### config.mk
export PLATFORM = sky130hd
export DESIGN_NAME = cache_mem_ctrl
export DESIGN_NICKNAME = d
export VERILOG_FILES = /design/src/rtl/cache_mem_ctrl.sv
export SDC_FILE = /design/constraint.sdc
export NUM_CORES = 1
export LEC_CHECK = 0
export BUFFER_PORTS_ARGS = -buffer_cell sky130_fd_sc_hd__buf_2
export CORE_AREA = 2 2 197 199
export DETAILED_ROUTE_END_ITERATION = 16
export DIE_AREA = 0 0 199 201
export PLACE_DENSITY = 0.6
export SLEW_MARGIN = 20
export SYNTH_ARGS = -nofsm -noshare
export SYNTH_HDL_FRONTEND = slang
export SYNTH_SLANG_ARGS = --single-unit
export TNS_END_PERCENT = 1
### constraint.sdc
create_clock -name clk -period 12.2 [get_ports clk]
set_input_delay 1.83 -clock clk [delete_from_list [all_inputs] [get_ports clk]]
set_output_delay 1.83 -clock clk [all_outputs]
set_load 0.02 [all_outputs]
### src/rtl/cache_mem_ctrl.sv
// Block writeback/fill sequencer between cache and single-word RAM; CACHE_MEM_CRITICAL_WORD_FIRST_EN rotates fill order.
// Latency: BLOCK_SIZE acked words per phase, then one-cycle ram_valid and HOLD_CYCLES of ignored requests; mem_ack low stalls.
module cache_mem_ctrl #(
    parameter int RAM_ADDRESS_BITS = 10,
    parameter int DATA_BITS        = 32,
    parameter int BLOCK_BITS       = 2,
    parameter int HOLD_CYCLES      = 2
) (
    input  logic                                      clk,
    input  logic                                      reset,
    input  logic [RAM_ADDRESS_BITS-1:0]               prop_address,
    input  logic [RAM_ADDRESS_BITS-1:0]               prop_wb_address,
    input  logic                                      prop_read_en,
    input  logic                                      prop_write_en,
    input  logic [2**BLOCK_BITS-1:0][DATA_BITS-1:0]   prop_write_data,
    output logic                                      ram_valid,
    output logic [2**BLOCK_BITS-1:0][DATA_BITS-1:0]   ram_data,
    output logic                                      busy,
    output logic [RAM_ADDRESS_BITS-1:0]               mem_address,
    output logic                                      mem_read_en,
    output logic                                      mem_write_en,
    output logic [DATA_BITS-1:0]                      mem_write_data,
    input  logic                                      mem_ack,
    input  logic [DATA_BITS-1:0]                      mem_read_data
);
    localparam int BLOCK_SIZE = 2**BLOCK_BITS;
    localparam logic [RAM_ADDRESS_BITS-1:0] OFF_MASK = RAM_ADDRESS_BITS'(BLOCK_SIZE-1);

    typedef enum logic [2:0] {IDLE, WB, FILL, DONE, HOLD} state_t;
    typedef logic [BLOCK_SIZE-1:0][DATA_BITS-1:0] block_t;

    state_t                      state_q, state_d;
    logic [BLOCK_BITS-1:0]       word_cnt_q, word_cnt_d, word_cnt_nxt;
    logic [BLOCK_BITS:0]         xfer_cnt_q, xfer_cnt_d, xfer_cnt_nxt;
    logic [3:0]                  hold_cnt_q, hold_cnt_d;
    logic [RAM_ADDRESS_BITS-1:0] wb_addr_q, wb_addr_d;
    logic [RAM_ADDRESS_BITS-1:0] fill_addr_q, fill_addr_d;
    logic                        fill_pend_q, fill_pend_d;
    block_t                      wb_data_q, wb_data_d;
    logic                        ram_valid_q, ram_valid_d;
    block_t                      ram_data_q, ram_data_d;
    logic                        busy_q, busy_d;
    logic [RAM_ADDRESS_BITS-1:0] mem_address_q, mem_address_d;
    logic                        mem_read_en_q, mem_read_en_d;
    logic                        mem_write_en_q, mem_write_en_d;
    logic [DATA_BITS-1:0]        mem_write_data_q, mem_write_data_d;
    logic [BLOCK_BITS-1:0]       start_in, start_q;
    logic                        phase_last;

    function automatic logic [RAM_ADDRESS_BITS-1:0] word_addr(
        input logic [RAM_ADDRESS_BITS-1:0] a,
        input logic [BLOCK_BITS-1:0]       off
    );
        return (a & ~OFF_MASK) | RAM_ADDRESS_BITS'(off);
    endfunction

`ifdef CACHE_MEM_CRITICAL_WORD_FIRST_EN
    assign start_in = prop_address[BLOCK_BITS-1:0];
    assign start_q  = fill_addr_q[BLOCK_BITS-1:0];
`else
    assign start_in = '0;
    assign start_q  = '0;
`endif

    assign word_cnt_nxt = word_cnt_q + 1'b1;
    assign xfer_cnt_nxt = xfer_cnt_q + 1'b1;
    assign phase_last   = (xfer_cnt_nxt == (BLOCK_BITS+1)'(BLOCK_SIZE));

    always_comb begin
        state_d          = state_q;
        word_cnt_d       = word_cnt_q;
        xfer_cnt_d       = xfer_cnt_q;
        hold_cnt_d       = hold_cnt_q;
        wb_addr_d        = wb_addr_q;
        fill_addr_d      = fill_addr_q;
        fill_pend_d      = fill_pend_q;
        wb_data_d        = wb_data_q;
        ram_valid_d      = 1'b0;
        ram_data_d       = ram_data_q;
        mem_address_d    = mem_address_q;
        mem_read_en_d    = mem_read_en_q;
        mem_write_en_d   = mem_write_en_q;
        mem_write_data_d = mem_write_data_q;
        case (state_q)
            IDLE: begin
                if (prop_write_en) begin
                    wb_addr_d        = prop_wb_address & ~OFF_MASK;
                    wb_data_d        = prop_write_data;
                    fill_addr_d      = prop_address;
                    fill_pend_d      = prop_read_en;
                    word_cnt_d       = '0;
                    xfer_cnt_d       = '0;
                    mem_write_en_d   = 1'b1;
                    mem_address_d    = word_addr(prop_wb_address, '0);
                    mem_write_data_d = prop_write_data[0];
                    state_d          = WB;
                end else if (prop_read_en) begin
                    fill_addr_d   = prop_address;
                    fill_pend_d   = 1'b0;
                    word_cnt_d    = start_in;
                    xfer_cnt_d    = '0;
                    mem_read_en_d = 1'b1;
                    mem_address_d = word_addr(prop_address, start_in);
                    state_d       = FILL;
                end
            end
            WB: begin
                if (mem_ack) begin
                    word_cnt_d = word_cnt_nxt;
                    xfer_cnt_d = xfer_cnt_nxt;
                    if (phase_last) begin
                        mem_write_en_d = 1'b0;
                        if (fill_pend_q) begin
                            word_cnt_d    = start_q;
                            xfer_cnt_d    = '0;
                            mem_read_en_d = 1'b1;
                            mem_address_d = word_addr(fill_addr_q, start_q);
                            state_d       = FILL;
                        end else begin
                            ram_valid_d = 1'b1;
                            state_d     = DONE;
                        end
                    end else begin
                        mem_address_d    = word_addr(wb_addr_q, word_cnt_nxt);
                        mem_write_data_d = wb_data_q[word_cnt_nxt];
                    end
                end
            end
            FILL: begin
                if (mem_ack) begin
                    ram_data_d[word_cnt_q] = mem_read_data;
                    word_cnt_d = word_cnt_nxt;
                    xfer_cnt_d = xfer_cnt_nxt;
                    if (phase_last) begin
                        mem_read_en_d = 1'b0;
                        ram_valid_d   = 1'b1;
                        state_d       = DONE;
                    end else begin
                        mem_address_d = word_addr(fill_addr_q, word_cnt_nxt);
                    end
                end
            end
            DONE: begin
                hold_cnt_d = '0;
                state_d    = HOLD;
            end
            HOLD: begin
                // Gives the cache time to register ram_valid before it can re-request.
                if (hold_cnt_q == 4'(HOLD_CYCLES-1)) state_d = IDLE;
                else                                 hold_cnt_d = hold_cnt_q + 4'd1;
            end
            default: state_d = IDLE;
        endcase
        busy_d = (state_d != IDLE);
    end

    always_ff @(posedge clk or posedge reset) begin
        if (reset) begin
            state_q          <= IDLE;
            word_cnt_q       <= '0;
            xfer_cnt_q       <= '0;
            hold_cnt_q       <= '0;
            wb_addr_q        <= '0;
            fill_addr_q      <= '0;
            fill_pend_q      <= 1'b0;
            wb_data_q        <= '0;
            ram_valid_q      <= 1'b0;
            ram_data_q       <= '0;
            busy_q           <= 1'b0;
            mem_address_q    <= '0;
            mem_read_en_q    <= 1'b0;
            mem_write_en_q   <= 1'b0;
            mem_write_data_q <= '0;
        end else begin
            state_q          <= state_d;
            word_cnt_q       <= word_cnt_d;
            xfer_cnt_q       <= xfer_cnt_d;
            hold_cnt_q       <= hold_cnt_d;
            wb_addr_q        <= wb_addr_d;
            fill_addr_q      <= fill_addr_d;
            fill_pend_q      <= fill_pend_d;
            wb_data_q        <= wb_data_d;
            ram_valid_q      <= ram_valid_d;
            ram_data_q       <= ram_data_d;
            busy_q           <= busy_d;
            mem_address_q    <= mem_address_d;
            mem_read_en_q    <= mem_read_en_d;
            mem_write_en_q   <= mem_write_en_d;
            mem_write_data_q <= mem_write_data_d;
        end
    end

    assign ram_valid      = ram_valid_q;
    assign ram_data       = ram_data_q;
    assign busy           = busy_q;
    assign mem_address    = mem_address_q;
    assign mem_read_en    = mem_read_en_q;
    assign mem_write_en   = mem_write_en_q;
    assign mem_write_data = mem_write_data_q;
endmodule

-- Word-level counts from Yosys, hierarchy flattened
Cells that the tools add are included.
- register bits: 333
- bits in latches: 0
- memory bits (writable): 0
- bits in read-only memories: 0
- output and inout port bits: 174
- word-level logic and storage cells: 126
- memories: 0
- add/sub/neg operators: 3
- $mul: 0
- divide/modulo/power cells: 0
- magnitude comparators: 3
- eq/ne operators: 19
- shifts and indexed selects: 0
- multiplexer cells: 62
- bitwise logic cells: 2
- reduce and logical (&&, ||, !) cells: 16
- operators by type and width (kind ; number):
    $mux 32 ; 5
    $bwmux 128 ; 1
    $mux 10 ; 9
    $bmux 32 s2 ; 1
    $demux 32 s2 ; 1
    $pmux 32 s2 ; 1
    $mux 3 ; 13
    $pmux 10 s3 ; 1
    $ne 2x2->1 const B ; 11
    $or 10x2->10 ; 2
    $mux 1 ; 16
    $pmux 3 s5 ; 1
    $mux 2 ; 6
    $reduce_and 4->1 ; 3
    $pmux 3 s3 ; 1
    $pmux 4 s2 ; 1
    $reduce_and 2->1 ; 4
    $reduce_and 8->1 ; 1
    $eq 3x2->1 const B ; 2
    $eq 3x3->1 const B ; 2
    $lt 2x3->1 const B ; 2
    $ne 3x3->1 const B ; 2
    $pmux 2 s3 ; 1
    $reduce_and 6->1 ; 1
    13 further kinds ; 17

-- Logic depth before layout (Yosys ltp)
Gate-level depths: netlist of run 1.
- depth in word-level cells: 6
- mapped depth: 11
- gate-level depth less buffers: 6

-- Worst setup path before layout of run 1
OpenSTA, ideal clock, no wires.
- path kind: input to register
- start: input prop_write_en
- end: register mem_write_data_q[10] (netlist: mem_write_data[10])
- library setup time: 125 ps
- arrival time: 3012 ps
- data required time: 12075 ps
- path slack: 9063 ps
- stages: 5
- path through: clkbuf_1 > nand2_1 > a22oi_4 > buf_6 > mux2_2
- word-level cells in the longest chain between the ends: 2
- ends and longest elaborated chain (element ; line ; source):
    start, declared ; 14 ; input logic prop_write_en,
    $ne 2x2->1 (no source line) ; -- ;
    $reduce_and 4->1 (no source line) ; -- ;
    end signal, assigned ; 189 ; mem_write_data_q <= mem_write_data_d;
    end, declared ; 46 ; logic [DATA_BITS-1:0] mem_write_data_q, mem_write_data_d;
Every way passes these cells.
A chain may end at the register's enable or synchronous reset.

-- Final worst setup path of run 1
- start: input prop_write_en
- end: register wb_data_q[34] (netlist bit)
- word-level cells in the longest chain between the ends: 1
- ends and longest elaborated chain (element ; line ; source):
    $reduce_and 2->1 (no source line) ; -- ;
    end signal, assigned ; 182 ; wb_data_q <= wb_data_d;
    end, declared ; 39 ; block_t wb_data_q, wb_data_d;
Every way passes these cells.

==> flow_summary.yaml, run 1 <==
synth:
  synth_compound_area_frac: 0.0292
  synth_seq_cells: 331
  synthAdderAreaFrac: 0.00702
  netlist.area_leader.share: 0.581
  synth_area_sq_um: 14300
  syn_avg_cell_area_sq_um: 15.7
  synth_commonest_cells: "mux2_2, dfrtp_1, mux4_2"
  synth_xor_area_frac: 0.00298
  synth-simple-area-share: 0.0242
  synth_edf_count: 0
  yosys.area.top_type: "dfrtp_1"
  synth_cell_types: 55
  async_reset_ff_frac: 1.00
  yosysMostFrequentCell: "mux2_2"
  seq_area_frac_synth: 0.581
  yosysWarnings: 0
  syn_inst: 911
  synthMuxAreaShare: 0.321
  synth_top_family_by_area: "multiplexers"
  synth_top_flop_cell: "dfrtp_1"
  ys_top_cells_by_area: "dfrtp_1, mux2_2, mux4_2"
  synth_nets: 1104
sta:
  period_minus_slack_ps: 3370
  slew_viol_final: 0
  worst_slew_pin_slew_ps: 1090
  setup_slack_ps: 8830
  hold_viol_final: 0
  setup_viol: 0
  max_freq_ghz: 0.297
  fin_crit_sh: 0.276
  finClkSkew_ps: 12.7
  final.setup.tns_ps: 0
  rsz0062_at_grt: "false"
  maxSlewHeadroom: 0.269
worst_setup_path:
  cp_slowest_cell: "buf_12"
  r2r_setup_slack_ps: 9340
  criticalPathCategory: "primary input to flip-flop"
  path_buf_inv: 2
  cp_top_family: "buffers and inverters"
  path_max_fanout: 142
  crit_path_end: "wb_data_q[34]"
  crit_start: "prop_write_en"
  rr_endpoint: "mem_write_data[27]"
  arrival_ps: 3780
  r2r_cells: 6
  cp.depth: 5
  crit_required_ps: 12610
  worstReg2RegStart: "state_q[1]"
  startpoint_type: "primary input"
  end_kind: "flip-flop"
  path_cells: "buf_2 > nand2b_1 > nor3_2 > buf_12 > mux2_2"
  critical-path-max-stage-delay_ps: 510
clocking:
  cts_hold_buf: 0
  clock-root-buffer: "clkbuf_16"
  cts_tree: "yes"
  htreeDepth: 2
  post_cts_buffers: 0
  postCtsResizedCells: 0
  cts_made_buffers: 38
  clock_path_buffers: 3
  insertion_delay_ps: 540
  clk_pin_slew_ps: 60
  cts_sinks: 331
routing:
  firstDrtPassIters: 4
  drc_errors: 0
  ant_nets: 0
  wl_per_cell_microns: 18.4
  vias: 8834
  routed_wl_microns: 33300
  vias_per_cell: 4.88
  dr.first_iter.drc_count: 262
place:
  dpl.hpwl_microns: 21900
  place_ws_ps: 8350
  globalplace.congestion: 0.746
  portBuffers: 354
floorplanning:
  dieArea_sq_um: 40000
  die_w_microns: 199
  core_sq_um: 38100
  ioPinCount: 359
  initial_core_util: 0.374
  num_rows: 72
  die_y_microns: 201
outcome:
  status: "finished clean"
power_and_ir_drop:
  vdd_drop_max_uv: 153
  finalPower_w: 0.00462
  leakage_nw: 8.60
  powerDensity_nw_per_um2: 263
cells_and_area:
  syn_to_final_growth_pct: 23.0
  fin_nets: 1454
  layout-drive-gt1-share: 0.626
global_route:
  grt_pass1_vias: 9233
  grt_max_degree: 155
  overflow: 0
  grt_pass1_wl_microns: 52800
  antenna_found_initial: 16
  grt_util_all_layers: 0.169
min_path:
  hold_path_class: "flip-flop to flip-flop"
flow_run:
  maxCapViolCount: 0
## registers in the layout, summed over array words and instances, names as in the netlist
name,cells
word_cnt_q,2
wb_data_q,128
busy,1
mem_write_en,1
wb_addr_q,8
ram_data,128
xfer_cnt_q,3
mem_write_data,32
hold_cnt_q,4
mem_read_en,1
mem_address,10
fill_pend_q,1
ram_valid,1
state_q,3
fill_addr_q,8
## routing by layer
metal | part of all wire | track usage | routed length [microns] | up-vias
li1 | - | - | - | 4025
met1 | 0.41 | 0.209 | 13700 | 4461
met2 | 0.47 | 0.269 | 15700 | 267
met3 | 0.091 | 0.0659 | 3040 | 65
met4 | 0.022 | 0.0549 | 744 | 16
met5 | 0.0031 | 0 | 103 | -
## layout make-up
cell class	count	area (sq um)
clock inverters	4	42.5
fillers	3477	20600
inverters	25	101
clock buffers	57	1090
flip-flops and latches	331	8280
diodes	9	22.5
repair buffers	362	1860
multi-input cells	503	5500
well taps	518	648
## cells by family (layout without fill, tap and decap cells)
group                      count (synthesis)  count (layout)
buffers and inverters                     77             448
DFF                                      331             331
adders and majority gates                  8               8
muxes                                    373             373
xor gates and xnor gates                   4               4
AOI/OAI and AO/OA                         59              59
other                                      0               9
and+or+nand+nor                           59              59
## worst min path at each step
stage / cells after the start / to / startpoint / slack (ps)
finish: 1 / mem_write_data[11] / mem_write_data[11] / 490
global route: 1 / ram_data[8] / ram_data[8] / 510
CTS: 1 / mem_write_data[11] / mem_write_data[11] / 490
detailed placement: 1 / mem_write_data[11] / mem_write_data[11] / 490
global placement: 1 / mem_write_data[11] / mem_write_data[11] / 470
floorplan: 1 / wb_data_q[14] / wb_data_q[14] / 480
## where the power goes
part	leakage, nW	switching (W)	internal [W]
clock	0.553	0.000436	0.000616
sequential	4.17	0.000215	0.00155
combinational	3.88	0.000858	0.000947
total	8.60	0.00151	0.00312
## metrics by stage
stage	std cells	hold WS, ps	area, sq um	util
3_5_place_dp	1739	486	16400	0.430
2_1_floorplan	911	475	14300	-
3_3_place_gp	1739	466	16400	0.430
5_1_grt	1803	506	17500	0.460
4_1_cts	1800	492	17500	0.460
6_report	1809	486	17600	0.461
## cell usage in the layout, fill, tap and decap left out, types with 3 or more instances in the layout
cell,synthesis,routed
mux2_4,7,7
inv_1,25,24
clkbuf_1,5,12
nand3_1,3,3
o221ai_1,8,8
nand2_4,4,4
nand2_1,22,22
clkbuf_8,0,7
ha_1,8,7
nor2_1,6,6
diode_2,0,9
buf_4,3,6
buf_2,22,354
o21ai_0,31,31
clkbuf_16,0,38
mux2_2,332,332
a21oi_1,4,4
dfrtp_1,331,330
mux4_2,32,32
nand2b_1,3,3
(Power assumes the default switching activity.)
==> run 2: changes to the inputs <==
==> constraint.sdc (replaced) <==
create_clock -name clk -period 3.52 [get_ports clk]
set_input_delay 0.528 -clock clk [delete_from_list [all_inputs] [get_ports clk]]
set_output_delay 0.528 -clock clk [all_outputs]
set_load 0.02 [all_outputs]
==> flow_summary.yaml, run 2 (synthesized netlist as in run 1, its figures left out) <==
cells_and_area:
  layout_commonest_cell: "buf_2"
  seqCellArea_sq_um: 8280
  syn_to_final_growth_pct: 24.9
  layout_common_cells: "buf_2, mux2_2, dfrtp_1, clkbuf_16, mux4_2"
  multi_input_area_sq_um: 5500
  layout-drive-gt1-share: 0.635
  fin_area_sq_um: 17800
  fin_nets: 1467
  finalCoreUtilization: 0.467
  fillers: 3507
routing:
  routed_wl_microns: 34000
  drc_errors: 0
  vias: 8914
  vias_per_cell: 4.90
  wl_per_cell_microns: 18.6
  ant_nets: 0
  firstDrtPassIters: 4
  dr.first_iter.drc_count: 295
flow_run:
  maxCapViolCount: 0
sta:
  fin_crit_sh: 0.732
  final.setup.tns_ps: 0
  worst_slew_pin_slew_ps: 697
  maxSlewHeadroom: 0.534
  max_freq_ghz: 0.388
  setup_viol: 0
  rsz0062_at_grt: "false"
  finClkSkew_ps: 20.9
  hold_viol_final: 0
  slew_viol_final: 0
  hold_slack_ps: 73.3
  period_minus_slack_ps: 2580
clocking:
  cts_tree: "yes"
  cts_sinks: 331
  clock-root-buffer: "clkbuf_16"
  cts_hold_buf: 0
  cts_made_buffers: 38
  clock_path_buffers: 3
  post_cts_buffers: 0
  insertion_delay_ps: 550
  clk_pin_slew_ps: 60
  htreeDepth: 2
  postCtsResizedCells: 0
global_route:
  grt_pass1_wl_microns: 53100
  grt_max_degree: 75
  grt_pass1_vias: 9303
  overflow: 0
  grt_util_all_layers: 0.171
  antenna_found_initial: 15
floorplanning:
  die_y_microns: 201
  initial_core_util: 0.374
  dieArea_sq_um: 40000
  ioPinCount: 359
  core_sq_um: 38100
  die_w_microns: 199
  num_rows: 72
place:
  portBuffers: 354
  globalplace.congestion: 0.753
  placed_area_sq_um: 16500
  dpl.hpwl_microns: 22900
worst_setup_path:
  end_kind: "flip-flop"
  arrival_ps: 2990
  path_max_fanout: 23
  critical-path-max-stage-delay_ps: 420
  crit_required_ps: 3940
  path_cells: "inv_1 > ha_2 > buf_4 > buf_4 > mux4_2 > mux2_2 > mux2_2"
  criticalPathCategory: "flip-flop to flip-flop"
  startpoint_type: "flip-flop"
  cp_slowest_cell: "buf_4"
  path_buf_inv: 3
  cp_top_family: "multiplexers"
min_path:
  hold_path_class: "primary input to async pin"
power_and_ir_drop:
  powerDensity_nw_per_um2: 922
  finalPower_w: 0.0164
  leakage_nw: 8.75
  vdd_drop_max_uv: 522
outcome:
  status: "finished clean"
[run 2: final timing paths]
kind | start | to | slack [ps] | cells after the start
max | word_cnt_q[1] | mem_write_data[2] | 940 | 7
min | reset | ram_data[54] | 70 | 2
max reg2reg | word_cnt_q[1] | mem_write_data[2] | 940 | 7
min reg2reg | mem_write_data[11] | mem_write_data[11] | 490 | 1
max in group asynchronous | reset | wb_data_q[87] | 2470 | 4
min in group clk | prop_write_data[80] | wb_data_q[80] | 200 | 2
[run 2: layer usage]
layer	vias up	global-route usage	routed length, microns	part of all wire
met5	-	0	133	0.0039
li1	4043	-	-	-
met4	20	0.0608	860	0.025
met2	267	0.277	16100	0.47
met1	4508	0.209	13900	0.41
met3	76	0.0630	2990	0.088
[run 2: final cells by class]
cell class | count | share of cell area
diodes | 3 | 0.000421
clock buffers | 56 | 0.0640
clock inverters | 10 | 0.00723
inverters | 25 | 0.00548
multi-input cells | 503 | 0.309
flip-flops and latches | 331 | 0.465
well taps | 518 | 0.0364
repair buffers | 375 | 0.113
[run 2: power breakdown]
group,internal [W],total [W],switching [W],leakage (nW)
clock,0.00239,0.00396,0.00157,0.623
combinational,0.00333,0.00631,0.00298,3.96
sequential,0.00538,0.00615,0.000768,4.17
[run 2: stage by stage]
stage	setup WS, ps	instances
after floorplan	-1430	911
after global placement	929	1752
after detailed placement	896	1752
after CTS	878	1818
after global routing	781	1819
final	944	1821
==> run 3: changes to the inputs <==
==> constraint.sdc (replaced) <==
create_clock -name clk -period 2.45 [get_ports clk]
set_input_delay 0.3675 -clock clk [delete_from_list [all_inputs] [get_ports clk]]
set_output_delay 0.3675 -clock clk [all_outputs]
set_load 0.02 [all_outputs]
==> flow_summary.yaml, run 3 (synthesized netlist as in run 1, its figures left out) <==
outcome:
  status: "finished clean"
cells_and_area:
  syn_to_final_growth_pct: 25.9
  layout-drive-gt1-share: 0.632
  fin_area_sq_um: 18000
  layout_commonest_cell: "buf_2"
  fin_nets: 1478
  final_cells: 1833
  layout_common_cells: "buf_2, mux2_2, dfrtp_1, clkbuf_16, mux4_2"
sta:
  finClkSkew_ps: 10.4
  setup_viol: 0
  rsz0062_at_grt: "false"
  fin_crit_sh: 0.936
  slew_viol_final: 0
  maxSlewHeadroom: 0.618
  worst_slew_pin_slew_ps: 574
  hold_viol_final: 0
  max_freq_ghz: 0.436
  period_minus_slack_ps: 2290
power_and_ir_drop:
  p_sw_frac: 0.321
  powerDensity_nw_per_um2: 1310
  finalPower_w: 0.0235
  p_sw_w: 0.00754
  vdd_drop_max_uv: 739
  pwr-share-seq: 0.377
  intPower_w: 0.0159
  combinationalPowerShare: 0.392
  leakage_nw: 8.81
  clockPowerShare: 0.230
routing:
  routed_wl_microns: 33800
  firstDrtPassIters: 4
  ant_nets: 0
  dr.first_iter.drc_count: 266
  drc_errors: 0
  wl_per_cell_microns: 18.4
  vias_per_cell: 4.88
  vias: 8954
clocking:
  cts_hold_buf: 1
  clock-root-buffer: "clkbuf_16"
  insertion_delay_ps: 540
  cts_tree: "yes"
  postCtsResizedCells: 0
  cts_sinks: 331
  clock_path_buffers: 3
  post_cts_buffers: 0
  cts_made_buffers: 37
  clk_pin_slew_ps: 60
  htreeDepth: 2
floorplanning:
  die_y_microns: 201
  num_rows: 72
  die_w_microns: 199
  dieArea_sq_um: 40000
  ioPinCount: 359
  initial_core_util: 0.374
  core_sq_um: 38100
worst_setup_path:
  path_cells: "inv_1 > ha_2 > buf_12 > mux4_2 > mux2_2 > mux2_2"
  path_max_fanout: 24
  arrival_ps: 2710
  cp_common_cell: "mux2_2"
  cp_slowest_cell: "mux4_2"
  cp_top_family: "multiplexers"
  path_buf_inv: 2
  end_kind: "flip-flop"
  startpoint_type: "flip-flop"
  crit_required_ps: 2870
  criticalPathCategory: "flip-flop to flip-flop"
  critical-path-max-stage-delay_ps: 520
place:
  portBuffers: 354
  placed_cells: 1763
  globalplace.congestion: 0.753
  dpl.hpwl_microns: 23100
  placed_area_sq_um: 16800
global_route:
  grt_pass1_vias: 9467
  grt_pass1_wl_microns: 53300
  grt_util_all_layers: 0.172
  grt_max_degree: 67
  overflow: 0
  antenna_found_initial: 9
flow_run:
  maxCapViolCount: 0
min_path:
  hold_path_class: "primary input to flip-flop"
==> run 3: cell count changes in the layout (fill, tap and decap cells not counted) <==
cell,change
clkinv_4,-1
buf_12,+11
clkinv_2,-1
dlygate4sd3_1,+1
inv_6,+1
bufinv_16,-1
clkbuf_8,-3
diode_2,+1
clkbuf_1,+6
clkinv_8,-2
==> run 3: routing by layer <==
| metal | global-route usage | vias to the layer above | wire length [microns] |
|---|---|---|---|
| li1 | - | 4070 | - |
| met1 | 0.211 | 4548 | 14200 |
| met2 | 0.282 | 271 | 16000 |
| met3 | 0.0596 | 57 | 2770 |
| met4 | 0.0578 | 8 | 755 |
| met5 | 0 | - | 54 |
==> run 3: power groups by stage <==
stage,sequential [W],clock (W),combinational [W]
after CTS,0.00887,0.00558,0.00939
after detailed placement,0.00894,0,0.00937
after global routing,0.00913,0.00582,0.00998
after floorplan,0.00985,0,0.00581
after global placement,0.00889,0,0.00918
final,0.00885,0.00540,0.00921
==> run 3: layout make-up <==
class                      count  area (sq um)
fill                        3435         20100
antenna                        4          10.0
multi-input combinational    503          5500
sequential                   331          8280
tap                          518           648
timing repair buffer         387          2230
clock buffer                  59          1120
inverter                      25          97.6
clock inverter                 6          61.3
==> run 3: final timing paths <==
kind	slack, ps	startpoint	cells past startpoint	end
max in group asynchronous	1200	reset	5	wb_data_q[49]
min reg2reg	500	ram_data[17]	1	ram_data[17]
max	160	word_cnt_q[1]	6	mem_write_data[21]
max reg2reg	160	word_cnt_q[1]	6	mem_write_data[21]
min	50	prop_wb_address[8]	3	wb_addr_q[8]
min in group asynchronous	360	reset	3	fill_addr_q[5]
==> run 3: worst reg2reg max path, cell delays in order, from the launching register on <==
cell and delay (ps):
dfrtp_1 390, inv_1 80, ha_2 410, buf_12 240, mux4_2 540, mux2_2 270
mux2_2 260
==> run 3: metrics by stage <==
stage | TNS, ps | utilization | setup WS [ps] | hold slack, ps
floorplan | -777480 | - | -2340 | 464
global placement | 0 | 0.440 | 159 | 377
detailed placement | 0 | 0.440 | 156 | 376
CTS | 0 | 0.471 | 131 | 13.8
global route | 0 | 0.471 | 3.31 | 32.7
finish | 0 | 0.471 | 157 | 53.1
